<file path="src/rtl/debug_master_pkg.sv">
// debug_master_pkg
// Shared definitions for the debug ring master: command codes, FSM state
// encoding, err_flags bit positions and a command length check.
package debug_master_pkg;

  // Command codes carried on cmd_a.
  typedef enum logic [1:0] {
    CMD_WDATA = 2'd0,
    CMD_LOAD  = 2'd1,
    CMD_SHIFT = 2'd2,
    CMD_CLEAR = 2'd3
  } cmd_e;

  // Transaction state machine encoding.
  typedef enum logic [2:0] {
    S_IDLE  = 3'd0,
    S_LOAD  = 3'd1,
    S_SHIFT = 3'd2,
    S_DRAIN = 3'd3,
    S_DONE  = 3'd4
  } state_e;

  // Bit positions inside err_flags = {cmd_err, tx_underflow, rx_overflow}.
  localparam int ERR_RX_OVERFLOW  = 0;
  localparam int ERR_TX_UNDERFLOW = 1;
  localparam int ERR_CMD          = 2;

  localparam int WORD_BITS = 32;

  // A SHIFT word count is usable when it is non-zero and within the limit.
  function automatic logic shift_len_ok(input logic [7:0] n,
                                        input int unsigned max_words);
    return (n != 8'd0) && ({24'd0, n} <= max_words);
  endfunction

endpackage

</file>
<file path="src/rtl/debug_word_fifo.sv">
// debug_word_fifo
// 32-bit synchronous first-word-fall-through FIFO with an occupancy output.
// The head word is visible on rdata_o whenever empty_o is low.
// Ports:
//   clk_i, rst_i   clock and asynchronous active-high reset
//   flush_i        empties the FIFO (wins over push/pop in the same cycle)
//   push_i/wdata_i write request and data (dropped when full, unless a pop
//                  frees the slot in the same cycle)
//   pop_i          advance the head (ignored when empty)
//   rdata_o        head word
//   empty_o        no words stored
//   level_o        number of stored words, 0..DEPTH
module debug_word_fifo #(
  parameter int DEPTH = 8
) (
  input  logic                     clk_i,
  input  logic                     rst_i,
  input  logic                     flush_i,
  input  logic                     push_i,
  input  logic [31:0]              wdata_i,
  input  logic                     pop_i,
  output logic [31:0]              rdata_o,
  output logic                     empty_o,
  output logic [$clog2(DEPTH):0]   level_o
);

  localparam int AW = $clog2(DEPTH);
  localparam int LW = AW + 1;

  logic [31:0]   mem_q [DEPTH];
  logic [AW-1:0] wr_ptr_q;
  logic [AW-1:0] rd_ptr_q;
  logic [LW-1:0] level_q;

  logic full;
  logic do_push;
  logic do_pop;

  assign full    = (level_q == LW'(DEPTH));
  assign empty_o = (level_q == '0);
  assign do_pop  = pop_i && !empty_o;
  // A pop in the same cycle frees the slot, so a full FIFO still accepts.
  assign do_push = push_i && (!full || do_pop);

  // Storage has no reset; validity is tracked by the pointers and level.
  always_ff @(posedge clk_i) begin
    if (do_push) begin
      mem_q[wr_ptr_q] <= wdata_i;
    end
  end

  // Pointers are AW bits wide with DEPTH a power of two, so they wrap
  // modulo DEPTH on their own.
  always_ff @(posedge clk_i or posedge rst_i) begin
    if (rst_i) begin
      wr_ptr_q <= '0;
      rd_ptr_q <= '0;
      level_q  <= '0;
    end else if (flush_i) begin
      wr_ptr_q <= '0;
      rd_ptr_q <= '0;
      level_q  <= '0;
    end else begin
      if (do_push) begin
        wr_ptr_q <= wr_ptr_q + AW'(1);
      end
      if (do_pop) begin
        rd_ptr_q <= rd_ptr_q + AW'(1);
      end
      if (do_push && !do_pop) begin
        level_q <= level_q + LW'(1);
      end else if (do_pop && !do_push) begin
        level_q <= level_q - LW'(1);
      end
    end
  end

  assign rdata_o = mem_q[rd_ptr_q];
  assign level_o = level_q;

endmodule

</file>
<file path="src/rtl/debug_master_mc.sv">
// debug_master_mc
// Master for up to eight serial debug rings. Words queued in a TX FIFO are
// shifted LSB first into the selected ring; the bits returning from the ring
// are reassembled into 32-bit words and queued in an FWFT RX FIFO.
// Ports:
//   mclk, mrst           clock, asynchronous active-high reset
//   cmd_a/cmd_data/cmd_we command interface (WDATA, LOAD, SHIFT, CLEAR)
//   debug_do/debug_sl    per-ring serial data and strobe
//   debug_di             per-ring returned serial data
//   rd_data/rd_valid/rd_ready  RX FIFO read port (FWFT)
//   busy                 transaction in progress
//   tx_level/rx_level    FIFO occupancies
//   err_flags            sticky {cmd_err, tx_underflow, rx_overflow}
//   done_tgl             toggles once per completed transaction
module debug_master_mc
  import debug_master_pkg::*;
#(
  parameter int NUM_RINGS   = 2,
  parameter int CMD_LATENCY = 2,
  parameter int MAX_WORDS   = 4,
  parameter int FIFO_DEPTH  = 8
) (
  input  logic                          mclk,
  input  logic                          mrst,
  input  logic [1:0]                    cmd_a,
  input  logic [31:0]                   cmd_data,
  input  logic                          cmd_we,
  output logic [NUM_RINGS-1:0]          debug_do,
  output logic [NUM_RINGS-1:0]          debug_sl,
  input  logic [NUM_RINGS-1:0]          debug_di,
  output logic [31:0]                   rd_data,
  output logic                          rd_valid,
  input  logic                          rd_ready,
  output logic                          busy,
  output logic [$clog2(FIFO_DEPTH):0]   tx_level,
  output logic [$clog2(FIFO_DEPTH):0]   rx_level,
  output logic [2:0]                    err_flags,
  output logic                          done_tgl
);

  localparam int LW = $clog2(FIFO_DEPTH) + 1;

  // Registered state.
  state_e                 state_q;
  logic [NUM_RINGS-1:0]   ring_mask_q;
  logic                   phase_q;      // 0: strobe cycle, 1: hold cycle
  logic [4:0]             bit_cnt_q;    // bit index inside current TX word
  logic [7:0]             words_left_q; // TX words left including current
  logic [31:0]            tx_sr_q;      // current bit always at [0]
  logic [3:0]             cnt_q;        // LOAD / DRAIN cycle counter
  logic [NUM_RINGS-1:0]   sl_q;
  logic [NUM_RINGS-1:0]   do_q;
  logic                   done_tgl_q;
  logic [2:0]             err_q;
  logic [CMD_LATENCY-1:0] smp_pipe_q;   // delayed copies of the hold-cycle marker
  logic [CMD_LATENCY-1:0] smp_pipe_d;
  logic [31:0]            rx_sr_q;
  logic [4:0]             rx_cnt_q;

  // Command decode.
  logic [2:0]           cmd_ring;
  logic [7:0]           cmd_n;
  logic [NUM_RINGS-1:0] cmd_mask;
  logic                 is_wdata, is_load, is_shift, is_clear;
  logic                 idle, ring_ok, start_load, start_shift, cmd_bad;

  assign cmd_ring = cmd_data[10:8];
  assign cmd_n    = cmd_data[7:0];
  assign is_wdata = cmd_we && (cmd_a == CMD_WDATA);
  assign is_load  = cmd_we && (cmd_a == CMD_LOAD);
  assign is_shift = cmd_we && (cmd_a == CMD_SHIFT);
  assign is_clear = cmd_we && (cmd_a == CMD_CLEAR);

  // One-hot ring select; a ring number beyond NUM_RINGS yields all zeros.
  for (genvar gi = 0; gi < NUM_RINGS; gi++) begin : g_ring_mask
    assign cmd_mask[gi] = (cmd_ring == 3'(gi));
  end

  assign idle        = (state_q == S_IDLE);
  assign ring_ok     = ({29'd0, cmd_ring} < 32'(NUM_RINGS));
  assign start_load  = is_load && idle && ring_ok;
  assign start_shift = is_shift && idle && ring_ok &&
                       shift_len_ok(cmd_n, 32'(MAX_WORDS));
  assign cmd_bad     = (is_load && !start_load) || (is_shift && !start_shift);

  // TX FIFO interface: a word is fetched at every word boundary, including
  // the edge that accepts the SHIFT command.
  logic [31:0]   tx_rdata;
  logic          tx_empty;
  logic [LW-1:0] tx_level_w;
  logic          word_start;
  logic          tx_pop;
  logic [31:0]   tx_word;

  assign word_start = start_shift ||
                      ((state_q == S_SHIFT) && phase_q && (bit_cnt_q == 5'd31) &&
                       (words_left_q != 8'd1) && !is_clear);
  assign tx_pop     = word_start && !tx_empty;
  assign tx_word    = tx_empty ? 32'd0 : tx_rdata;

  debug_word_fifo #(.DEPTH(FIFO_DEPTH)) u_tx_fifo (
    .clk_i   (mclk),
    .rst_i   (mrst),
    .flush_i (is_clear),
    .push_i  (is_wdata),
    .wdata_i (cmd_data),
    .pop_i   (tx_pop),
    .rdata_o (tx_rdata),
    .empty_o (tx_empty),
    .level_o (tx_level_w)
  );

  // Receive path. The hold cycle of bit k is cycle 2k+1; delaying that marker
  // by CMD_LATENCY cycles lands the sample in cycle 2k+1+CMD_LATENCY.
  logic        smp_tap;
  logic        smp;
  logic        di_bit;
  logic [31:0] rx_word;
  logic        rx_push;
  logic        rx_pop;
  logic        rx_empty;
  logic        rx_full;
  logic [LW-1:0] rx_level_w;
  logic [31:0] rx_rdata;

  assign smp_tap = (state_q == S_SHIFT) && phase_q;

  if (CMD_LATENCY == 1) begin : g_pipe1
    assign smp_pipe_d = smp_tap;
  end else begin : g_pipen
    assign smp_pipe_d = {smp_pipe_q[CMD_LATENCY-2:0], smp_tap};
  end

  assign smp     = smp_pipe_q[CMD_LATENCY-1];
  assign di_bit  = |(debug_di & ring_mask_q);
  assign rx_word = {di_bit, rx_sr_q[31:1]};
  assign rx_push = smp && (rx_cnt_q == 5'd31) && !is_clear;
  assign rx_pop  = rd_valid && rd_ready;
  assign rx_full = (rx_level_w == LW'(FIFO_DEPTH));

  debug_word_fifo #(.DEPTH(FIFO_DEPTH)) u_rx_fifo (
    .clk_i   (mclk),
    .rst_i   (mrst),
    .flush_i (is_clear),
    .push_i  (rx_push),
    .wdata_i (rx_word),
    .pop_i   (rx_pop),
    .rdata_o (rx_rdata),
    .empty_o (rx_empty),
    .level_o (rx_level_w)
  );

  // Error flags and receive shift register.
  always_ff @(posedge mclk or posedge mrst) begin
    if (mrst) begin
      err_q      <= '0;
      smp_pipe_q <= '0;
      rx_sr_q    <= '0;
      rx_cnt_q   <= '0;
    end else begin
      if (is_clear) begin
        err_q <= '0;
      end else begin
        if (cmd_bad) err_q[ERR_CMD] <= 1'b1;
        if (word_start && tx_empty) err_q[ERR_TX_UNDERFLOW] <= 1'b1;
        if (rx_push && rx_full && !rx_pop) err_q[ERR_RX_OVERFLOW] <= 1'b1;
      end
      // CLEAR discards any partially assembled word along with in-flight samples.
      if (is_clear) begin
        smp_pipe_q <= '0;
        rx_sr_q    <= '0;
        rx_cnt_q   <= '0;
      end else begin
        smp_pipe_q <= smp_pipe_d;
        if (smp) begin
          rx_sr_q  <= rx_word;
          rx_cnt_q <= rx_cnt_q + 5'd1;
        end
      end
    end
  end

  // Transaction state machine with registered ring outputs.
  always_ff @(posedge mclk or posedge mrst) begin
    if (mrst) begin
      state_q      <= S_IDLE;
      ring_mask_q  <= '0;
      phase_q      <= 1'b0;
      bit_cnt_q    <= '0;
      words_left_q <= '0;
      tx_sr_q      <= '0;
      cnt_q        <= '0;
      sl_q         <= '0;
      do_q         <= '0;
      done_tgl_q   <= 1'b0;
    end else if (is_clear && !idle) begin
      // Abort: back to IDLE with all ring outputs quiet, no completion toggle.
      state_q      <= S_IDLE;
      phase_q      <= 1'b0;
      bit_cnt_q    <= '0;
      words_left_q <= '0;
      tx_sr_q      <= '0;
      cnt_q        <= '0;
      sl_q         <= '0;
      do_q         <= '0;
    end else begin
      unique case (state_q)
        S_IDLE: begin
          if (start_load) begin
            state_q     <= S_LOAD;
            ring_mask_q <= cmd_mask;
            sl_q        <= cmd_mask;
            do_q        <= '0;
            cnt_q       <= '0;
          end else if (start_shift) begin
            state_q      <= S_SHIFT;
            ring_mask_q  <= cmd_mask;
            words_left_q <= cmd_n;
            tx_sr_q      <= tx_word;
            bit_cnt_q    <= '0;
            phase_q      <= 1'b0;
            sl_q         <= cmd_mask;
            do_q         <= cmd_mask & {NUM_RINGS{tx_word[0]}};
          end
        end
        S_LOAD: begin
          // Strobe held for two cycles: cnt_q = 0, 1.
          if (cnt_q == 4'd1) begin
            state_q    <= S_DONE;
            sl_q       <= '0;
            done_tgl_q <= ~done_tgl_q;
          end else begin
            cnt_q <= cnt_q + 4'd1;
          end
        end
        S_SHIFT: begin
          if (!phase_q) begin
            phase_q <= 1'b1;
            sl_q    <= '0;
          end else begin
            phase_q <= 1'b0;
            if (bit_cnt_q == 5'd31) begin
              if (words_left_q == 8'd1) begin
                state_q      <= S_DRAIN;
                words_left_q <= '0;
                bit_cnt_q    <= '0;
                tx_sr_q      <= '0;
                cnt_q        <= '0;
                do_q         <= '0;
              end else begin
                words_left_q <= words_left_q - 8'd1;
                bit_cnt_q    <= '0;
                tx_sr_q      <= tx_word;
                sl_q         <= ring_mask_q;
                do_q         <= ring_mask_q & {NUM_RINGS{tx_word[0]}};
              end
            end else begin
              bit_cnt_q <= bit_cnt_q + 5'd1;
              tx_sr_q   <= tx_sr_q >> 1;
              sl_q      <= ring_mask_q;
              do_q      <= ring_mask_q & {NUM_RINGS{tx_sr_q[1]}};
            end
          end
        end
        S_DRAIN: begin
          // CMD_LATENCY+1 cycles so the last returned bit is captured.
          if (cnt_q == 4'(CMD_LATENCY)) begin
            state_q    <= S_DONE;
            done_tgl_q <= ~done_tgl_q;
          end else begin
            cnt_q <= cnt_q + 4'd1;
          end
        end
        S_DONE: begin
          state_q <= S_IDLE;
        end
        default: begin
          state_q <= S_IDLE;
        end
      endcase
    end
  end

  assign debug_sl  = sl_q;
  assign debug_do  = do_q;
  assign busy      = (state_q != S_IDLE);
  assign done_tgl  = done_tgl_q;
  assign err_flags = err_q;
  assign rd_data   = rx_rdata;
  assign rd_valid  = !rx_empty;
  assign tx_level  = tx_level_w;
  assign rx_level  = rx_level_w;

endmodule

</file>
<file path="config.mk">
export PLATFORM = sky130hd
export DESIGN_NAME = debug_master_mc
export DESIGN_NICKNAME = d
export VERILOG_FILES = /design/src/rtl/debug_master_pkg.sv /design/src/rtl/debug_word_fifo.sv /design/src/rtl/debug_master_mc.sv
export SDC_FILE = /design/constraint.sdc
export NUM_CORES = 1
export LEC_CHECK = 0
export BUFFER_PORTS_ARGS = -buffer_cell sky130_fd_sc_hd__buf_4
export CAP_MARGIN = 30
export CORE_MARGIN = 3
export CORE_UTILIZATION = 40
export DETAILED_ROUTE_END_ITERATION = 10
export PLACE_DENSITY = 0.66
export SLEW_MARGIN = 15
export SYNTH_ARGS = -nofsm -noshare
export SYNTH_HDL_FRONTEND = slang
export SYNTH_SLANG_ARGS = --single-unit
</file>
<file path="constraint.sdc">
create_clock -name mclk -period 11.3 [get_ports mclk]
set_input_delay 0.565 -clock mclk [delete_from_list [all_inputs] [get_ports mclk]]
set_output_delay 0.565 -clock mclk [all_outputs]
set_load 0.1 [all_outputs]
</file>
# After elaboration in Yosys (flattened, before gate mapping)

Memory sizes are Yosys's and may differ from the RTL's.
Index checks and enable logic that the tools add are counted.

Input bits: 40
Memories kept: 2
RAM bits: 512
Word-level logic and storage cells: 242
Register bits: 122
Output and inout port bits: 50

Memories:

| memory          | words | width | read ports | clocked after memory_dff | write ports | RTL line              | RTL |
|---|---|---|---|---|---|---|---|
| u_rx_fifo.mem_q | 8     | 32    | 1          | 0                        | 1           | debug_word_fifo.sv:30 | `logic [31:0] mem_q [DEPTH];` |
| u_tx_fifo.mem_q | 8     | 32    | 1          | 0                        | 1           | debug_word_fifo.sv:30 |  |

Add/sub/neg operators: 12
$lt $le $gt $ge: 2
Equal/unequal tests: 29
Muxes and demuxes: 88
Bitwise operators: 6
Reduce and logical (&&, ||, !) cells: 81

Operators with widths:

| kind                  | number |
|---|---|
| $mux W32              | 9 |
| $pmux W32 S2          | 1 |
| $mux W4               | 13 |
| $mux W3               | 17 |
| $mux W8               | 6 |
| $mux W5               | 7 |
| $logic_and A1 B1 Y1   | 32 |
| $mux W2               | 14 |
| $reduce_bool A2 Y1    | 10 |
| $pmux W4 S4           | 1 |
| $pmux W8 S2           | 1 |
| $logic_not A1 Y1      | 13 |
| $mux W1               | 13 |
| $add A3 B1 Y3 const B | 4 |
| $add A4 B1 Y4 const B | 3 |
| $ne A3 B1 Y1 const B  | 4 |
| $ne A3 B3 Y1 const B  | 4 |
| $pmux W3 S4           | 1 |
| $reduce_and A4 Y1     | 3 |
| $reduce_bool A3 Y1    | 4 |
| $add A5 B1 Y5 const B | 2 |
| $eq A5 B5 Y1 const B  | 2 |
| $pmux W5 S2           | 1 |
| $reduce_and A3 Y1     | 3 |
| other kinds (33)      | 50 |

# Longest topological paths before layout

Gate-level depths: netlist of the first run.

Word-level depth: 15
Mapped depth: 15
Depth with buffers taken out: 15

# Modules after synthesis

A second synthesis of the first run with hierarchy kept.

Cells, all modules: 1387
Area total of the unflattened synthesis: 25872.3 µm²

Modules (own cells, without submodules):

| module                      | area each (µm²) | seq. area each (µm²) | instances | cells each |
|---|---|---|---|---|
| debug_word_fifo (u_tx_fifo) | 10358.7         | 7937.6               | 1         | 443 |
| debug_word_fifo (u_rx_fifo) | 10354.9         | 7937.6               | 1         | 443 |
| debug_master_mc             | 5158.7          | 2502.4               | 1         | 501 |

# Worst setup path after synthesis of the first run

Ideal clock, no wire load.

Kind: input port to flip-flop
Start point: input port cmd_a[0]
End point: memory u_tx_fifo.mem_q[0][0] (enable)
Required time: 10.839 ns
Path buffers: 2
Library setup time: 0.461 ns
Stages on the path: 7
Slack: 6.743 ns
Data arrival time: 4.096 ns
Cells stage by stage: buf_6 or3b_2 clkbuf_1 nor2_1 a31oi_2 or2_1 nor3_1

Longest elaborated chain between the ends: 12
Elaborated cells between the ends (all ways): 18
Those cells by class: eq/ne (2); mux (2); reduce/logical (14)

Ends and longest elaborated chain:

| element                          | RTL line              | RTL |
|---|---|---|
| start: declaration               | debug_master_mc.sv:25 | `input logic [1:0] cmd_a,` |
| $eq A2 B2 Y1                     | debug_master_mc.sv:71 | `assign is_shift = cmd_we && (cmd_a == CMD_SHIFT);` |
| $logic_and A1 B1 Y1              | debug_master_mc.sv:71 |  |
| $logic_and A1 B1 Y1 (3 in a row) | debug_master_mc.sv:82 | `assign start_shift = is_shift && idle && ring_ok &&` |
| $logic_or A1 B1 Y1               | debug_master_mc.sv:95 | `assign word_start = start_shift \|\|` |
| $logic_and A1 B1 Y1              | debug_master_mc.sv:98 | `assign tx_pop = word_start && !tx_empty;` |
| $logic_and A1 B1 Y1              | debug_word_fifo.sv:41 | `assign do_pop = pop_i && !empty_o;` |
| $logic_or A1 B1 Y1               | debug_word_fifo.sv:43 | `assign do_push = push_i && (!full \|\| do_pop);` |
| $logic_and A1 B1 Y1 *            | debug_word_fifo.sv:43 |  |
| $mux W1 *                        | debug_word_fifo.sv:47 | `if (do_push) begin` |
| $mux W1 (implied by the code) *  | debug_word_fifo.sv:48 | `mem_q[wr_ptr_q] <= wdata_i;` |
| end: declaration                 | debug_word_fifo.sv:30 |  |

Mark *: on every way between the ends. The rest lies on a longest branch, timed or not.

# Final worst setup path of the first run

Start point: register u_rx_fifo.rd_ptr_q[0]
End point: output port rd_data[23]

Longest elaborated chain between the ends: 1

Ends and longest elaborated chain:

| element                  | RTL line              | RTL |
|---|---|---|
| start: declaration       | debug_word_fifo.sv:32 | `logic [AW-1:0] rd_ptr_q;` |
| start signal: assignment | debug_word_fifo.sv:68 | `rd_ptr_q <= rd_ptr_q + AW'(1);` |
| $mem_v2 Z8 W32           | --                    |  |
| end: declaration         | debug_master_mc.sv:31 | `output logic [31:0] rd_data,` |

Every way passes these cells.

==> run metrics, run 1 <==
cell-internal power=4840 µW; effective utilization at floorplan=0.408; number of pins exceeding their max-slew limit in the final report=0; DRT antenna net count=0; total number of clock tree sinks=632; kind of critical path=reg -> out; ordered cell list for the critical path=buf_4, buf_12, mux4_2, mux2_2, buf_4; net switching component of the power=2600 µW; number of buffers added by the clock tree synthesis step=67; die height=258 µm; library cell contributing the largest single delay on the critical path=sky130_fd_sc_hd__dfrtp_4; result of the run=completed; critical path depth in cells=5; actual slew at the worst max-slew pin=895 ps; critical register-to-register path endpoint=u_tx_fifo.mem_q[1][5]$_DFFE_PP_; part of the power in combinational logic=0.317; Net count, final=1567; part of the power in registers=0.388; most common library cell in the layout ignoring fill and taps=sky130_fd_sc_hd__edfxtp_1; Worst Path Required=10740 ps; capture point of the worst path=rd_data[23]; via count of the first global-routing pass=13500; Site Rows=91; routing usage on met2=0.265; number of gates resized after cts=0; worst path arrival time=3240 ps; sequential cell area=18400 µm²; clock latency on the worst-skew pair=590 ps; setup clock skew after layout=22.4 ps; maximum capacitance violations=0; Layout area overhead=15.8%; aggregate global-route resource usage=0.155; yosys warns=0; vias post-DR=12700; startpoint kind of the worst setup timing path=flip-flop; synthesis-stage register bit count=632; maximum fanout along the worst path=27; Crit path max-delay family=buffers and inverters; headroom to the max-slew limit=0.404; First-pass DRT Iterations=5; wire length reported by the detailed router=50800 µm; highest clock frequency the design can meet=263 MHz; async set-reset flop share out of synthesis=0.190; Clock Tree Buf Depth=3; number of DRC violations after detailed routing=0; number of placed instances with taps included=2275; first-pass GRT wire length=79900 µm; diodes inserted=0; Yosys cell types=68; sum of negative setup slack=0 ps; R2R setup slack=7870 ps; Switching Share=0.350; buffer cell driving the clock tree root=sky130_fd_sc_hd__clkbuf_16; kind of end point of the critical path=primary output; share of post-route cells with drive strength above 1=0.274; part of the total power dissipated in the clock network=0.295; GR Layer Usage met1=0.206; path type of the worst min-delay path=in -> reg; Peak VDD IR=0.000156 V; H-tree depth=3; Buffers on Ports=89; half-perimeter wire length after placement=28200 µm; clock input transition at the sequential cells of the worst setup and hold paths=60 ps; Syn Std Cell Area=25300 µm²; power density of the placed cells=253 nW/µm²; part of the Yosys area used for sequential elements=0.725; I/O pins=90; number of enable flip-flop cells after synthesis=512; buffering stage count on the worst path with inverters included=3; Final period util=0.337; number of setup buffers added after CTS=0; final count of negative-setup-slack endpoints=0; Filler Cells Inserted=5204; largest net degree at the start of global routing=60; die boundary width=258 µm; Non-Filler Instances=2397; TritonCTS clock tree=yes; area of the multi-input gates=6710 µm²; antenna violations before repair=0; Vias/cell=5.31; min cycle time layout=3810 ps; reported leakage power=0.0101 µW; total count of hold-check failures in the final report=0; Fin Hold WS=198 ps; routed wirelength normalized by instance count=21.2 µm; number of cells on the worst reg-to-reg path=6; library cell appearing most often on the critical path=sky130_fd_sc_hd__buf_4; origin of the critical flop-to-flop path=state_q[1]$_DFFE_PP0P_; violation count after the first detailed-route iteration=956; total gr overflow=0; grt met3 use=0.0278; Final GP Congestion=0.812; commonest non-fill, non-tap cells in the layout=sky130_fd_sc_hd__edfxtp_1 (512), sky130_fd_sc_hd__mux4_2 (128), sky130_fd_sc_hd__buf_4 (119), sky130_fd_sc_hd__dfrtp_1 (114), sky130_fd_sc_hd__nand2_1 (79); core region area=62200 µm²; Synth Net Count=1450; gr busiest metal=met2; biggest cell delay along the critical path=670 ps; mean instance size in the synthesized netlist=18.2 µm²; number of cells produced by synthesis=1391; RSZ-0062 raised after global routing=false; area of the die=66400 µm²; critical path startpoint=u_rx_fifo.rd_ptr_q[0]$_DFFE_PP0P_; Primary FF master, synth=sky130_fd_sc_hd__edfxtp_1; Hold Crit Depth=1
## worst register-to-register path, delay by kind of cell (launching register included)
kind                   cells  cell delay, ps
buffers and inverters      1             540
AND/OR/NAND/NOR            3            1070
AO/OA/AOI/OAI              2             790
flip-flops                 1             630
## sequential cells by signal (all words and copies together), names as in the netlist, 4 cells and up
| name | count |
|---|---|
| u_tx_fifo.level_o | 4 |
| u_rx_fifo.level_o | 4 |
| rx_cnt_q | 5 |
| bit_cnt_q | 5 |
| words_left_q | 8 |
| u_tx_fifo.mem_q | 256 |
| u_rx_fifo.mem_q | 256 |
| tx_sr_q | 31 |
| rx_sr_q | 31 |
| cnt_q | 4 |
## final cells by class
class,count,share of cell area
Sequential cell,632,0.627
Multi-Input combinational cell,669,0.229
Clock buffer,89,0.0627
Tap cell,837,0.0357
Timing Repair Buffer,121,0.0315
Clock inverter,32,0.0128
Inverter,17,0.00226
## power groups by stage
stage	clock (µW)	combinational [µW]	sequential [µW]
2_1_floorplan	0	1820	2950
3_3_place_gp	0	2350	2930
3_5_place_dp	0	2390	2940
4_1_cts	2250	2400	2890
5_1_grt	2340	2530	2920
6_report	2190	2360	2890
## kinds of logic (layout without fill, tap and decap cells)
family	Yosys count	in the layout	synth area share
flops	632	632	0.725
xor+xnor	15	15	0.00518
simple gates	240	240	0.0441
mux	234	234	0.157
compound gates	161	161	0.0435
fa+ha+maj	19	19	0.00997
buf+inv	90	259	0.0148
## metrics by stage
step	setup slack (ps)	power [µW]	instance area, µm²	utilization
after global routing	7260	7790	29300	0.472
final	7490	7440	29300	0.472
after global placement	7740	5280	27100	0.436
after floorplan	6740	4770	25300	-
after detailed placement	7630	5330	27100	0.436
after CTS	7360	7530	29300	0.472
## repair_timing
item,CTS,global route
hold buffers,1,0
hold endpoints to repair,13,0
setup endpoints to repair,0,0
## per-layer routing
layer	share of wire	up-vias
met5	0	-
met4	0.019	0
met3	0.044	74
met2	0.51	273
met1	0.42	6610
li1	-	5779
## worst min-delay path by stage
stage | endpoint | start
final | u_tx_fifo.mem_q[0][31]$_DFFE_PP_ | cmd_data[31]
after global routing | u_tx_fifo.mem_q[0][31]$_DFFE_PP_ | cmd_data[31]
after CTS | u_tx_fifo.mem_q[0][31]$_DFFE_PP_ | cmd_data[31]
after detailed placement | smp_pipe_q[1]$_DFF_PP0_ | smp_pipe_q[0]$_DFF_PP0_
after global placement | smp_pipe_q[1]$_DFF_PP0_ | smp_pipe_q[0]$_DFF_PP0_
after floorplan | smp_pipe_q[1]$_DFF_PP0_ | smp_pipe_q[0]$_DFF_PP0_
## Yosys cell counts (all sizes together) (4+ instances only)
master / count / area share
a211oi: 4 / 0.0016
a21o: 7 / 0.0021
a21oi: 26 / 0.0054
a22o: 22 / 0.0076
a311oi: 4 / 0.0016
a31oi: 7 / 0.0020
and3: 5 / 0.0012
buf: 32 / 0.0062
clkbuf: 41 / 0.0061
dfrtp: 120 / 0.12
edfxtp: 512 / 0.61
ha: 17 / 0.0084
inv: 17 / 0.0025
mux2: 36 / 0.016
mux2i: 70 / 0.028
mux4: 128 / 0.11
nand2: 79 / 0.012
nand2b: 10 / 0.0025
nand3: 14 / 0.0028
nor2: 81 / 0.012
nor3: 16 / 0.0036
nor3b: 4 / 0.0014
nor4: 6 / 0.0021
o211ai: 4 / 0.0012
o21ai: 53 / 0.011
o221ai: 10 / 0.0035
o31ai: 5 / 0.0015
or2: 4 / 0.00099
or3: 5 / 0.0012
or4: 4 / 0.0013
xnor2: 8 / 0.0028
xor2: 7 / 0.0024
(Power assumes the default switching activity.)
==> run 2: changes to the inputs <==
--- a/config.mk
+++ b/config.mk
@@ -5,12 +5,13 @@
 export SDC_FILE = /design/constraint.sdc
 export NUM_CORES = 1
 export LEC_CHECK = 0
+export ABC_AREA = 1
 export BUFFER_PORTS_ARGS = -buffer_cell sky130_fd_sc_hd__buf_4
 export CAP_MARGIN = 30
 export CORE_MARGIN = 3
 export CORE_UTILIZATION = 40
 export DETAILED_ROUTE_END_ITERATION = 10
-export PLACE_DENSITY = 0.66
+export PLACE_DENSITY = 0.68
 export SLEW_MARGIN = 15
 export SYNTH_ARGS = -nofsm -noshare
 export SYNTH_HDL_FRONTEND = slang
==> constraint.sdc (replaced) <==
create_clock -name mclk -period 3.1 [get_ports mclk]
set_input_delay 0.155 -clock mclk [delete_from_list [all_inputs] [get_ports mclk]]
set_output_delay 0.155 -clock mclk [all_outputs]
set_load 0.1 [all_outputs]
==> run metrics, run 2 <==
first-pass GRT wire length=95700 µm; most frequent cells after synthesis=sky130_fd_sc_hd__edfxtp_1 (512), sky130_fd_sc_hd__nor2_1 (463), sky130_fd_sc_hd__o21ai_0 (313); kind of end point of the critical path=primary output; number of buffers added by the clock tree synthesis step=61; Non-Filler Instances=3347; total count of hold-check failures in the final report=0; actual slew at the worst max-slew pin=769 ps; most common library cell in the layout ignoring fill and taps=sky130_fd_sc_hd__edfxtp_1; result of the run=completed; Buffers on Ports=89; number of enable flip-flop cells after synthesis=512; min cycle time layout=2930 ps; area of the die=68700 µm²; Final GP Congestion=0.801; final count of negative-setup-slack endpoints=0; total number of clock tree sinks=632; Worst Path Required=2940 ps; Primary FF master, synth=sky130_fd_sc_hd__edfxtp_1; Worst Setup Slack post-DPL=424 ps; Syn Std Cell Area=26300 µm²; routed wirelength normalized by instance count=18.3 µm; TritonCTS clock tree=yes; standard cell area after detailed placement=28400 µm²; violation count after the first detailed-route iteration=1365; sum of negative setup slack=0 ps; Layout area overhead=17.6%; antenna violations before repair=2; Final period util=0.946; Synth Net Count=2374; mean instance size in the synthesized netlist=11.3 µm²; top cells by area in the synthesized netlist=sky130_fd_sc_hd__edfxtp_1 (59%), sky130_fd_sc_hd__dfrtp_1 (11%), sky130_fd_sc_hd__nor2_1 (6.6%), sky130_fd_sc_hd__o21ai_0 (6.0%), sky130_fd_sc_hd__nand2_1 (3.6%); die boundary width=262 µm; largest registers=u_rx_fifo.mem_q: 256 flops, u_tx_fifo.mem_q: 256 flops; worst path setup slack after routing=168 ps; highest clock frequency the design can meet=341 MHz; number of setup buffers added after CTS=0; post-layout utilization of the core=0.477; die height=262 µm; maximum fanout along the worst path=129; clock input transition at the sequential cells of the worst setup and hold paths=60 ps; Net count, final=2496; startpoint kind of the worst setup timing path=flip-flop; wire length reported by the detailed router=61200 µm; share of post-route cells with drive strength above 1=0.126; setup clock skew after layout=32.3 ps; clock latency on the worst-skew pair=630 ps; path type of the worst min-delay path=in -> reg; headroom to the max-slew limit=0.484; DRT antenna net count=0; async set-reset flop share out of synthesis=0.190; share of the synthesized area in the top cell type=0.586; largest net degree at the start of global routing=130; number of DRC violations after detailed routing=0; synthesis-stage register bit count=632; First-pass DRT Iterations=8; yosys warns=0; Yosys cell types=48; kind of critical path=reg -> out; buffer cell driving the clock tree root=sky130_fd_sc_hd__clkbuf_16; number of placed instances with taps included=3191; H-tree depth=2; core region area=64700 µm²; Filler Cells Inserted=5687; maximum capacitance violations=0; vias post-DR=17700; biggest area consumer among synthesized cells=sky130_fd_sc_hd__edfxtp_1; Peak VDD IR=0.000628 V; aggregate global-route resource usage=0.177; effective utilization at floorplan=0.406; number of pins exceeding their max-slew limit in the final report=0; half-perimeter wire length after placement=34700 µm; power density of the placed cells=873 nW/µm²; most common cell in the synthesized netlist=sky130_fd_sc_hd__edfxtp_1; Clock Tree Buf Depth=3; reported leakage power=0.0111 µW; final standard cell area without fillers=30900 µm²; Site Rows=93; Vias/cell=5.28; part of the Yosys area used for sequential elements=0.700; total gr overflow=0; I/O pins=90; RSZ-0062 raised after global routing=false; commonest non-fill, non-tap cells in the layout=sky130_fd_sc_hd__edfxtp_1 (512), sky130_fd_sc_hd__nor2_1 (447), sky130_fd_sc_hd__o21ai_0 (313), sky130_fd_sc_hd__nand2_1 (252), sky130_fd_sc_hd__inv_1 (148); number of cells produced by synthesis=2315; worst path arrival time=2780 ps; via count of the first global-routing pass=17400
## run 2: cell count changes after synthesis, sizes merged, moves of 70 or more
cell,delta
nand2,+180
mux2i,-70
nor2,+392
inv,+142
mux4,-128
o21ai,+279
nand3,+101
## run 2: layer usage
layer | up-vias | wire (µm) | global-route usage
li1 | 8319 | - | -
met1 | 8708 | 25100 | 0.225
met2 | 563 | 30900 | 0.312
met3 | 92 | 4150 | 0.0315
met4 | 0 | 1110 | 0.0459
met5 | - | 0 | 0
## run 2: stage by stage
stage / total power [µW] / hold slack, ps
3_3_place_gp: 19300 / 387
2_1_floorplan: 17100 / 254
4_1_cts: 27200 / 1.17
6_report: 27000 / 51.1
3_5_place_dp: 19500 / 300
5_1_grt: 28200 / 51.3
## run 2: layout make-up
cell class | count | area, µm² | area share
Sequential cell | 632 | 18400 | 0.596
Multi-Input combinational cell | 1397 | 6830 | 0.221
Timing Repair Buffer | 184 | 1850 | 0.0600
Clock buffer | 88 | 1760 | 0.0570
Tap cell | 855 | 1070 | 0.0347
Inverter | 161 | 614 | 0.0199
Clock inverter | 28 | 349 | 0.0113
Antenna cell | 2 | 5.00 | 0.000162
## run 2: worst paths after layout
check                                                  start                           endpoint  slack (ps)  depth (start not counted)
setup reg to reg                    bit_cnt_q[1]$_DFFE_PP0P_   u_tx_fifo.mem_q[6][24]$_DFFE_PP_         420                         11
setup / recovery           u_rx_fifo.rd_ptr_q[0]$_DFFE_PP0P_                        rd_data[30]         170                          6
hold / removal                                      cmd_a[1]           err_flags[1]$_DFFE_PP0P_          50                          4
hold reg to reg                         done_tgl$_DFFE_PP0P_               done_tgl$_DFFE_PP0P_         480                          1
min in group asynchronous                               mrst        words_left_q[5]$_DFFE_PP0P_         190                          3
max in group asynchronous                               mrst  u_tx_fifo.rd_ptr_q[0]$_DFFE_PP0P_        2060                          5
## run 2: power breakdown
group	switching [µW]	total [µW]	internal, µW
clock	3120	7650	4530
sequential	367	10100	9720
combinational	7050	9220	2170
total	10500	27000	16400
## run 2: worst max-delay path, cell delays in order (launching register included)
cell and delay [ps]:
sky130_fd_sc_hd__dfrtp_4 440, sky130_fd_sc_hd__buf_12 450, sky130_fd_sc_hd__o21ai_0 200, sky130_fd_sc_hd__o22ai_1 180
sky130_fd_sc_hd__nor2_1 60, sky130_fd_sc_hd__a31oi_1 380, sky130_fd_sc_hd__buf_4 380
## run 2: cells by family after synthesis
group / synth area share
AOI/OAI and AO/OA: 0.103
DFF: 0.700
and+or+nand+nor: 0.140
adders and majority gates: 0.00963
xor gates and xnor gates: 0.00300
buffers and inverters: 0.0447
## run 2: repair_timing
item | in CTS | in global routing
endpoints found under the hold margin | 287 | 0
setup endpoints to repair | 0 | 9
hold buffers | 38 | 0
gates resized for setup | 0 | 2
